File: src/rtl/stripe_scheduler.sv
`default_nettype none
// ============================================================================
//  Module      : stripe_scheduler
//  Description : Two-requester round-robin packet scheduler feeding a byte
//                striper. Pads odd-length packets with PAD_BYTE so both
//                striper lanes always receive equal byte counts, and
//                force-terminates packets that reach MAX_LEN bytes.
//  Revision    : 1.0 - initial release
// ============================================================================
module stripe_scheduler #(
    parameter logic [7:0] PAD_BYTE = 8'hF7,
    parameter int         MAX_LEN  = 16
) (
    input  logic       clk_2f,
    input  logic       reset,
    input  logic       req0_valid,
    input  logic [7:0] req0_data,
    input  logic       req0_last,
    output logic       req0_ready,
    input  logic       req1_valid,
    input  logic [7:0] req1_data,
    input  logic       req1_last,
    output logic       req1_ready,
    output logic       valid_in,
    output logic [7:0] data_in,
    output logic [1:0] grant,
    output logic       err_trunc
);

    localparam logic [1:0] c_ST_IDLE = 2'd0;
    localparam logic [1:0] c_ST_SEND = 2'd1;
    localparam logic [1:0] c_ST_PAD  = 2'd2;
    localparam logic [1:0] c_ST_GAP  = 2'd3;

    localparam logic [7:0] c_MAX_CNT = 8'(MAX_LEN);

    logic [1:0] r_state;
    logic       r_rr;
    logic [7:0] r_cnt;

    logic       w_take0;
    logic       w_take1;
    logic       w_xfer;
    logic [7:0] w_byte;
    logic       w_last;
    logic [7:0] w_cnt_next;
    logic       w_pick1;

    // Ready comes only from registered state so it never loops back through valid
    assign req0_ready = (r_state == c_ST_SEND) && grant[0];
    assign req1_ready = (r_state == c_ST_SEND) && grant[1];

    assign w_take0    = req0_valid && req0_ready;
    assign w_take1    = req1_valid && req1_ready;
    assign w_xfer     = w_take0 || w_take1;
    assign w_byte     = grant[1] ? req1_data : req0_data;
    assign w_last     = grant[1] ? req1_last : req0_last;
    assign w_cnt_next = r_cnt + 8'd1;

    // Requester 1 wins when it is the only one asking, or when both ask and rr favours it
    assign w_pick1    = req1_valid && (!req0_valid || r_rr);

    // Packet sequencing: arbitrate, forward bytes, pad to even length, one idle gap
    always_ff @(posedge clk_2f) begin
        if (!reset) begin
            r_state   <= c_ST_IDLE;
            r_rr      <= 1'b0;
            r_cnt     <= 8'd0;
            grant     <= 2'b00;
            valid_in  <= 1'b0;
            data_in   <= 8'h00;
            err_trunc <= 1'b0;
        end else begin
            err_trunc <= 1'b0;
            case (r_state)
                c_ST_IDLE: begin
                    valid_in <= 1'b0;
                    if (req0_valid || req1_valid) begin
                        grant   <= w_pick1 ? 2'b10 : 2'b01;
                        r_rr    <= !w_pick1;
                        r_state <= c_ST_SEND;
                    end
                end
                c_ST_SEND: begin
                    if (w_xfer) begin
                        data_in  <= w_byte;
                        valid_in <= 1'b1;
                        r_cnt    <= w_cnt_next;
                        if (w_last) begin
                            // Odd-length packets get one filler byte to keep lanes balanced
                            r_state <= w_cnt_next[0] ? c_ST_PAD : c_ST_GAP;
                        end else if (w_cnt_next == c_MAX_CNT) begin
                            r_state   <= c_ST_GAP;
                            err_trunc <= 1'b1;
                        end
                    end else begin
                        valid_in <= 1'b0;
                    end
                end
                c_ST_PAD: begin
                    data_in  <= PAD_BYTE;
                    valid_in <= 1'b1;
                    r_state  <= c_ST_GAP;
                end
                c_ST_GAP: begin
                    valid_in <= 1'b0;
                    r_cnt    <= 8'd0;
                    grant    <= 2'b00;
                    r_state  <= c_ST_IDLE;
                end
                default: begin
                    r_state <= c_ST_IDLE;
                end
            endcase
        end
    end

endmodule
`default_nettype wire

File: config.mk
export PLATFORM = sky130hd
export DESIGN_NAME = stripe_scheduler
export DESIGN_NICKNAME = d
export VERILOG_FILES = /design/src/rtl/stripe_scheduler.sv
export SDC_FILE = /design/constraint.sdc
export NUM_CORES = 1
export LEC_CHECK = 0
export CAP_MARGIN = 30
export CORE_MARGIN = 2
export CORE_UTILIZATION = 53
export CTS_CLUSTER_SIZE = 30
export DETAILED_ROUTE_END_ITERATION = 8
export GPL_TIMING_DRIVEN = 0
export PLACE_DENSITY = 0.85
export SLEW_MARGIN = 20
export SYNTH_ARGS = -nofsm -noshare
export SYNTH_HDL_FRONTEND = slang
export SYNTH_SLANG_ARGS = --single-unit
File: constraint.sdc
create_clock -name clk_2f -period 4.6 [get_ports clk_2f]
set_input_delay 0.46 -clock clk_2f [delete_from_list [all_inputs] [get_ports clk_2f]]
set_output_delay 0.46 -clock clk_2f [all_outputs]
set_load 0.005 [all_outputs]
# Word level (Yosys, flattened, before mapping)
# Index checks and enable logic that the tools add are counted.
# W data, S select, Z words.
[totals]
rom_bits = 0
latch_bits = 0
input_bits = 22
wordCells = 57
ram_bits = 0
register_bits = 23
output_inout_bits = 14
n_memories = 0
[op_classes]
n_reduce_logical = 21
n_addsub = 1
shifts = 0
n_eq_ne = 7
magnitude_cmp = 0
n_bitwise = 3
n_mul = 0
muxes = 18
div_mod_pow = 0
[op_table]
columns = ["op", "count"]
rows = [
  ["$pmux W8 S2", 2],
  ["$mux W8", 3],
  ["$mux W2", 6],
  ["$add A8 B1 Y8 const B", 1],
  ["$eq A8 B5 Y1 const B", 1],
  ["$pmux W2 S4", 1],
  ["$reduce_and A2 Y1", 4],
  ["$reduce_bool A2 Y1", 3],
  ["$logic_and A1 B1 Y1", 5],
  ["$eq A2 B2 Y1 const B", 2],
  ["$mux W1", 4],
  ["$ne A2 B2 Y1 const B", 2],
  ["$pmux W2 S2", 1],
  ["$reduce_or A4 Y1", 1],
  ["$logic_or A1 B1 Y1", 3],
  ["$ne A3 B2 Y1 const B", 1],
  ["$not A1 Y1", 3],
  ["$pmux W1 S3", 1],
  ["$reduce_and A3 Y1", 1],
  ["$eq A2 B1 Y1 const B", 1],
  ["$logic_not A1 Y1", 2],
  ["$logic_not A2 Y1", 1],
  ["$reduce_or A2 Y1", 1],
]

# Depth between registers and ports, before layout
# Gate-level depths: netlist of run 1.
[logic_depth]
ltp_word = 6
depth_mapped = 8
depth_no_buf = 7

# Worst setup path before layout of run 1
# Ideal clock, no wire load.
[synth_timing]
kind = "reg-to-reg"
start = "reg r_cnt[0]"
end = "reg r_state[1]"
t_required_ns = 4.478
path_buffers = 1
path_slack_ns = 2.708
synth_period_minus_slack_ns = 1.892
stages_incl_launch_ff = 8
setup_ns = 0.122
arrival_time_ns = 1.770
cell_sequence = "dfxtp_1 ha_1 buf_2 and3_4 a311oi_2 a211oi_2 or2_1 a221o_1"
[synth_between]
elab_chain_len = 4
[synth_rtl]
columns = ["item", "line", "source"]
rows = [
  ["start, declared", "39", "logic [7:0] r_cnt;"],
  ["start signal, assigned", "88", "r_cnt <= w_cnt_next;"],
  ["$add A8 B1 Y8", "58", "assign w_cnt_next = r_cnt + 8'd1;"],
  ["$eq A8 B5 Y1", "92", "end else if (w_cnt_next == c_MAX_CNT) begin"],
  ["$ne A3 B2 Y1 (no line)", "n/a", ""],
  ["$reduce_and A3 Y1 (no line)", "n/a", ""],
  ["end signal, assigned", "66", "r_state <= c_ST_IDLE;"],
  ["end signal, assigned", "91", "r_state <= w_cnt_next[0] ? c_ST_PAD : c_ST_GAP;"],
  ["end signal, assigned", "93", "r_state <= c_ST_GAP;"],
  ["end, declared", "37", "logic [1:0] r_state;"],
]
# Every way passes these cells.
# A chain may end at the register's enable or synchronous reset.

# Final worst setup path of run 1
[layout_timing]
start = "reg r_state[1]"
end = "out req1_ready"
[layout_between]
elab_chain_len = 2
[layout_rtl]
columns = ["item", "line", "source"]
rows = [
  ["start signal, assigned", "66", ""],
  ["start signal, assigned", "81", "r_state <= c_ST_SEND;"],
  ["start signal, assigned", "91", ""],
  ["$eq A2 B1 Y1", "51", "assign req1_ready = (r_state == c_ST_SEND) && grant[1];"],
  ["$logic_and A1 B1 Y1", "51", ""],
  ["end, declared", "23", "output logic req1_ready,"],
]
# Every way passes these cells.

==> impl_metrics.tcl, run 1 <==
set metrics [dict create \
    ctsHoldBuffers 0 \
    fin_area_mm2 0.00189 \
    internal_power_mw 0.459 \
    synth_fp_nets 212 \
    drive_gt1_frac 0.0811 \
    numCtsBuffers 3 \
    clk_root_buffer_cell "clkbuf_4" \
    fin_skew_ns 0.00990 \
    grt_antenna_before_repair 0 \
    drt_wl_total_um 3600 \
    cts_htree_levels 1 \
    io-pin-count 36 \
    critPathKind "reg -> out" \
    p_clk_frac 0.128 \
    num_vias 1499 \
    finalMaxSlewViolations 0 \
    leakage_nw 0.681 \
    drc 0 \
    synth_top_area_frac 0.313 \
    insertion_delay_ns 0.33 \
    setup_viol 0 \
    swShare 0.405 \
    overflow 0 \
    rsz0062_at_grt "no" \
    synth_edf_count 0 \
    gp_congestion 0.840 \
    track_usage 0.238 \
    cts_resized 0 \
    fin_util 0.703 \
    hold_slack_ns 0.500 \
    ant_nets 0 \
    run_status "finished, final reports clean" \
    synthTopCellsByArea "dfxtp_1 31%, nor2_1 6.6%, a21oi_1 6.5%" \
    drtIter0Drc 48 \
    switchingPower_mw 0.312 \
    cp_max_fo 10 \
    endpoint_kind "primary output" \
    arrival_ns 1.96 \
    yosysMostFrequentCell "nor2_1" \
    coreArea_mm2 0.00269 \
    fmax_mhz 413 \
    worst_pin_slew_ns 0.730 \
    yosysTopAreaCell "dfxtp_1" \
    via_per_inst 5.92 \
    cts_setup_buffers 0 \
    yosys_most_used_dff "dfxtp_1" \
    nets 252 \
    start_kind "flop" \
    die-area_mm2 0.00321 \
    wl_per_cell_um 14.2 \
    ys_warn_count 0 \
    total_power_mw 0.771 \
    seqPwrFrac 0.359 \
    n_antenna_cell 0 \
    synthArstFlopShare 0 \
    numPortBuffers 35 \
    drv_cap 0 \
    pwr_density_cell_mw_per_mm2 408 \
    cts.clk_slew.worst_paths_ns 0.14 \
    cts_sinks 23 \
    ir_drop_v 0.000387 \
    relSlewSlack 0.513 \
    combPwrFrac 0.513 \
    avgSynthCellArea_um2 8.04 \
    syn2layout_area_growth_pct 28.3 \
    cts_tree "done" \
    grt_max_degree 14 \
    netlist_instances 183 \
    period_share 0.527 \
    ys_ff_latch 23 \
    dpl_cell_area_mm2 0.00186 \
    yosysSeqAreaShare 0.313 \
    grt_pass1_vias 1469 \
    grt_pass1_wl_um 6120 \
    fin_setup_tns_ns 0 \
    clockBufferDepth 2 \
    die_x_um 56.7 \
    hp-class "reg -> reg" \
    period_needed_ns 2.42 \
    die_y_um 56.7 \
    start_util 0.548 \
    hpwl_um 2690 \
    dr.pass1.iters 5 \
    critPathRequiredTime_ns 4.14 \
    floorplan.rows 19 \
    ys_top_cells_by_count "26 x nor2_1, 23 x dfxtp_1, 19 x a21oi_1, 11 x nor2b_1, 10 x nand2_1" \
    synth_cell_types 47 \
    synth_area_mm2 0.00147 \
    hold_viol 0 \
]
## cells by family after synthesis
group           synth area share
compound gates             0.241
fa+ha+maj                 0.0595
buf+inv                   0.0468
flops                      0.313
mux                       0.0298
simple gates               0.310
## cells in the final DEF (no fill, tap or decap), types with 2 or more instances in the layout
master	synthesis	layout
a211oi_1	8	8
a21boi_0	2	2
a21oi_1	19	19
a22oi_1	2	2
a32oi_1	2	2
and2_1	3	3
and4b_1	2	2
buf_2	4	4
clkbuf_1	4	4
clkbuf_4	0	3
clkdlybuf4s50_1	0	35
dfxtp_1	23	23
ha_1	7	7
inv_1	4	4
mux2i_1	3	3
nand2_1	10	10
nand2b_1	5	5
nand3_1	3	3
nand3b_1	3	3
nor2_1	26	26
nor2b_1	11	11
nor3_1	6	6
nor4_1	2	2
o21ai_0	7	7
or3_1	3	3
## sequential cells by signal, summed over array words and instances, names as in the netlist
register,count
data_in,8
r_cnt,8
valid_in,1
grant,2
r_rr,1
err_trunc,1
r_state,2
## metrics by stage
step,worst slack [ns],std cells
floorplan,2.71,183
CTS,2.16,253
detailed placement,2.20,249
global route,2.06,253
finish,2.18,253
global placement,2.27,249
## layout make-up
class	instances	area, um^2
Buffer	10	53.8
Inverter	4	15.0
Timing Repair Buffer	35	350
Tap cell	31	38.8
Clock inverter	1	5.00
Sequential cell	23	460
Clock buffer	3	22.5
Fill cell	224	798
Multi-Input combinational cell	146	942
## routing by layer
| metal | global-route usage | up-vias | wire length (um) |
|---|---|---|---|
| met4 | 0.119 | 0 | 52 |
| met2 | 0.409 | 52 | 1770 |
| met1 | 0.277 | 694 | 1570 |
| met5 | 0 | - | 0 |
| li1 | - | 747 | - |
| met3 | 0.0507 | 6 | 202 |
## path summary, 6_finish.rpt
| path | from | to | slack, ns | cells after the start |
|---|---|---|---|---|
| setup / recovery | r_state[1] | req1_ready | 2.18 | 5 |
| hold / removal | data_in[0] | data_in[0] | 0.50 | 2 |
| hold reg to reg | data_in[0] | data_in[0] | 0.50 | 2 |
| setup reg to reg | r_state[1] | r_state[1] | 2.39 | 6 |
## critical path, cell delays in order, from the launching register on
cell	delay, ns
dfxtp_1	0.38
inv_1	0.15
ha_1	0.21
buf_2	0.24
and2_1	0.15
clkdlybuf4s50_1	0.50
## power by group through the flow
stage / clock (mW) / sequential (mW) / combinational [mW]
6_report: 0.0990 / 0.277 / 0.395
5_1_grt: 0.109 / 0.282 / 0.443
4_1_cts: 0.103 / 0.275 / 0.394
3_5_place_dp: 0 / 0.278 / 0.393
3_3_place_gp: 0 / 0.277 / 0.378
2_1_floorplan: 0 / 0.274 / 0.257
Note: power is estimated with default switching activity, not from simulation.
==> inputs of run 2 (changes only) <==
--- a/config.mk
+++ b/config.mk
@@ -7,11 +7,11 @@
 export LEC_CHECK = 0
 export CAP_MARGIN = 30
 export CORE_MARGIN = 2
-export CORE_UTILIZATION = 53
+export CORE_UTILIZATION = 49
 export CTS_CLUSTER_SIZE = 30
 export DETAILED_ROUTE_END_ITERATION = 8
 export GPL_TIMING_DRIVEN = 0
-export PLACE_DENSITY = 0.85
+export PLACE_DENSITY = 0.79
 export SLEW_MARGIN = 20
 export SYNTH_ARGS = -nofsm -noshare
 export SYNTH_HDL_FRONTEND = slang
==> constraint.sdc (replaced) <==
create_clock -name clk_2f -period 2.31 [get_ports clk_2f]
set_input_delay 0.231 -clock clk_2f [delete_from_list [all_inputs] [get_ports clk_2f]]
set_output_delay 0.231 -clock clk_2f [all_outputs]
set_load 0.005 [all_outputs]
==> run 2 against run 1 <==
Non-clock buffer count is 1 higher. Global-route usage is 2.0 points lower. First-iteration DRC count is 56% higher. Core utilization shrank 2.7 points. Sequential cell count did not move. Final cell count increased by 0.40%. Clock power rose by 97%. Sequential share of layout area down 0.097 points. Via count down 0.20%. Wire length decreased by 0.94%. Clock skew is essentially flat. Critical endpoint is now req0_ready. Largest power group unchanged.
==> impl_metrics.tcl, run 2 (synthesis gave the netlist of run 1 again) <==
set metrics [dict create \
    combPwrFrac 0.520 \
    fmax_mhz 456 \
    drive_gt1_frac 0.0852 \
    fin_setup_tns_ns 0 \
    cts.clk_slew.worst_paths_ns 0.14 \
    layout_commonest_cell "clkdlybuf4s50_1" \
    grt_pass1_vias 1394 \
    cts_htree_levels 1 \
    drv_cap 0 \
    ant_nets 0 \
    floorplan.rows 19 \
    die_y_um 58.8 \
    clockBufferDepth 2 \
    rsz0062_at_grt "no" \
    layout_common_cells "35 x clkdlybuf4s50_1, 26 x nor2_1, 23 x dfxtp_1" \
    reg_top3 "data_in x8, r_cnt x8" \
    cp_max_fo 10 \
    finalMaxSlewViolations 0 \
    swShare 0.405 \
    period_share 0.950 \
    insertion_delay_ns 0.32 \
    setup_viol 0 \
    via_per_inst 5.89 \
    internal_power_mw 0.925 \
    p_clk_frac 0.125 \
    fin_util 0.676 \
    cts_tree "done" \
    grt_antenna_before_repair 0 \
    die_x_um 58.8 \
    place_inst 249 \
    wl_per_cell_um 14.0 \
    nets 253 \
    hold_slack_ns 0.512 \
    numCtsBuffers 3 \
    switchingPower_mw 0.630 \
    overflow 0 \
    relSlewSlack 0.602 \
    fin_skew_ns 0.00976 \
    run_status "finished, final reports clean" \
    arrival_ns 1.96 \
    coreArea_mm2 0.00281 \
    worst_pin_slew_ns 0.580 \
    endpoint_kind "primary output" \
    pwr_density_cell_mw_per_mm2 820 \
    numPortBuffers 35 \
    clk_root_buffer_cell "clkbuf_4" \
    num-fill-cells 234 \
    critPathKind "reg -> out" \
    die-area_mm2 0.00346 \
    hpwl_um 2680 \
    start_kind "flop" \
    drc 0 \
    gp_congestion 0.824 \
    hp-class "reg -> reg" \
    cts_setup_buffers 0 \
    drt_wl_total_um 3560 \
    grt_pass1_wl_um 5950 \
    n_antenna_cell 0 \
    critPathRequiredTime_ns 2.08 \
    cts_resized 0 \
    seqPwrFrac 0.354 \
    syn2layout_area_growth_pct 28.8 \
    track_usage 0.218 \
    hold_viol 0 \
    num_vias 1496 \
    dr.pass1.iters 4 \
    io-pin-count 36 \
    cts_sinks 23 \
    ir_drop_v 0.000668 \
    grt_max_degree 14 \
    start_util 0.525 \
    period_needed_ns 2.19 \
    leakage_nw 0.686 \
    drtIter0Drc 75 \
    fin_cells 254 \
    ctsHoldBuffers 0 \
]
==> run 2: power by group through the flow <==
stage | registers, mW | logic [mW] | clock network, mW
after global routing | 0.558 | 0.901 | 0.213
after global placement | 0.551 | 0.759 | 0
final | 0.551 | 0.809 | 0.195
after CTS | 0.547 | 0.792 | 0.200
after detailed placement | 0.557 | 0.784 | 0
after floorplan | 0.545 | 0.512 | 0
==> run 2: worst paths after layout <==
path / from / endpoint / slack, ns / cells after the start
max: r_state[1] / req0_ready / 0.12 / 5
min: data_in[1] / data_in[1] / 0.51 / 2
max reg2reg: r_cnt[0] / r_state[1] / 0.17 / 7
min reg2reg: data_in[1] / data_in[1] / 0.51 / 2
==> run 2: worst max-delay path, stage by stage, from the launching register on <==
cell and delay [ns]:
dfxtp_1 0.39, inv_1 0.16, ha_1 0.21, buf_2 0.24
and2_1 0.15, clkdlybuf4s50_1 0.50
==> run 2: metrics by stage <==
step | power [mW] | area [um^2] | setup WS (ns)
floorplan | 1.06 | 1470 | 0.418
global placement | 1.31 | 1860 | 0.190
detailed placement | 1.34 | 1860 | 0.0849
CTS | 1.54 | 1890 | 0.0764
global route | 1.67 | 1900 | 0.0179
finish | 1.55 | 1900 | 0.117
==> run 2: final cells by class <==
cell class | count | area, um^2 | area share
Multi-Input combinational cell | 146 | 942 | 0.497
Buffer | 10 | 53.8 | 0.0284
Sequential cell | 23 | 460 | 0.243
Clock buffer | 3 | 22.5 | 0.0119
Timing Repair Buffer | 36 | 358 | 0.189
Tap cell | 31 | 38.8 | 0.0205
Inverter | 4 | 15.0 | 0.00792
Clock inverter | 1 | 5.00 | 0.00264
==> run 2: per-layer routing <==
layer,track usage,wire length [um],vias up
li1,-,-,746
met2,0.392,1750,43
met4,0.0844,25,0
met1,0.260,1620,701
met3,0.0308,162,6
met5,0,0,-
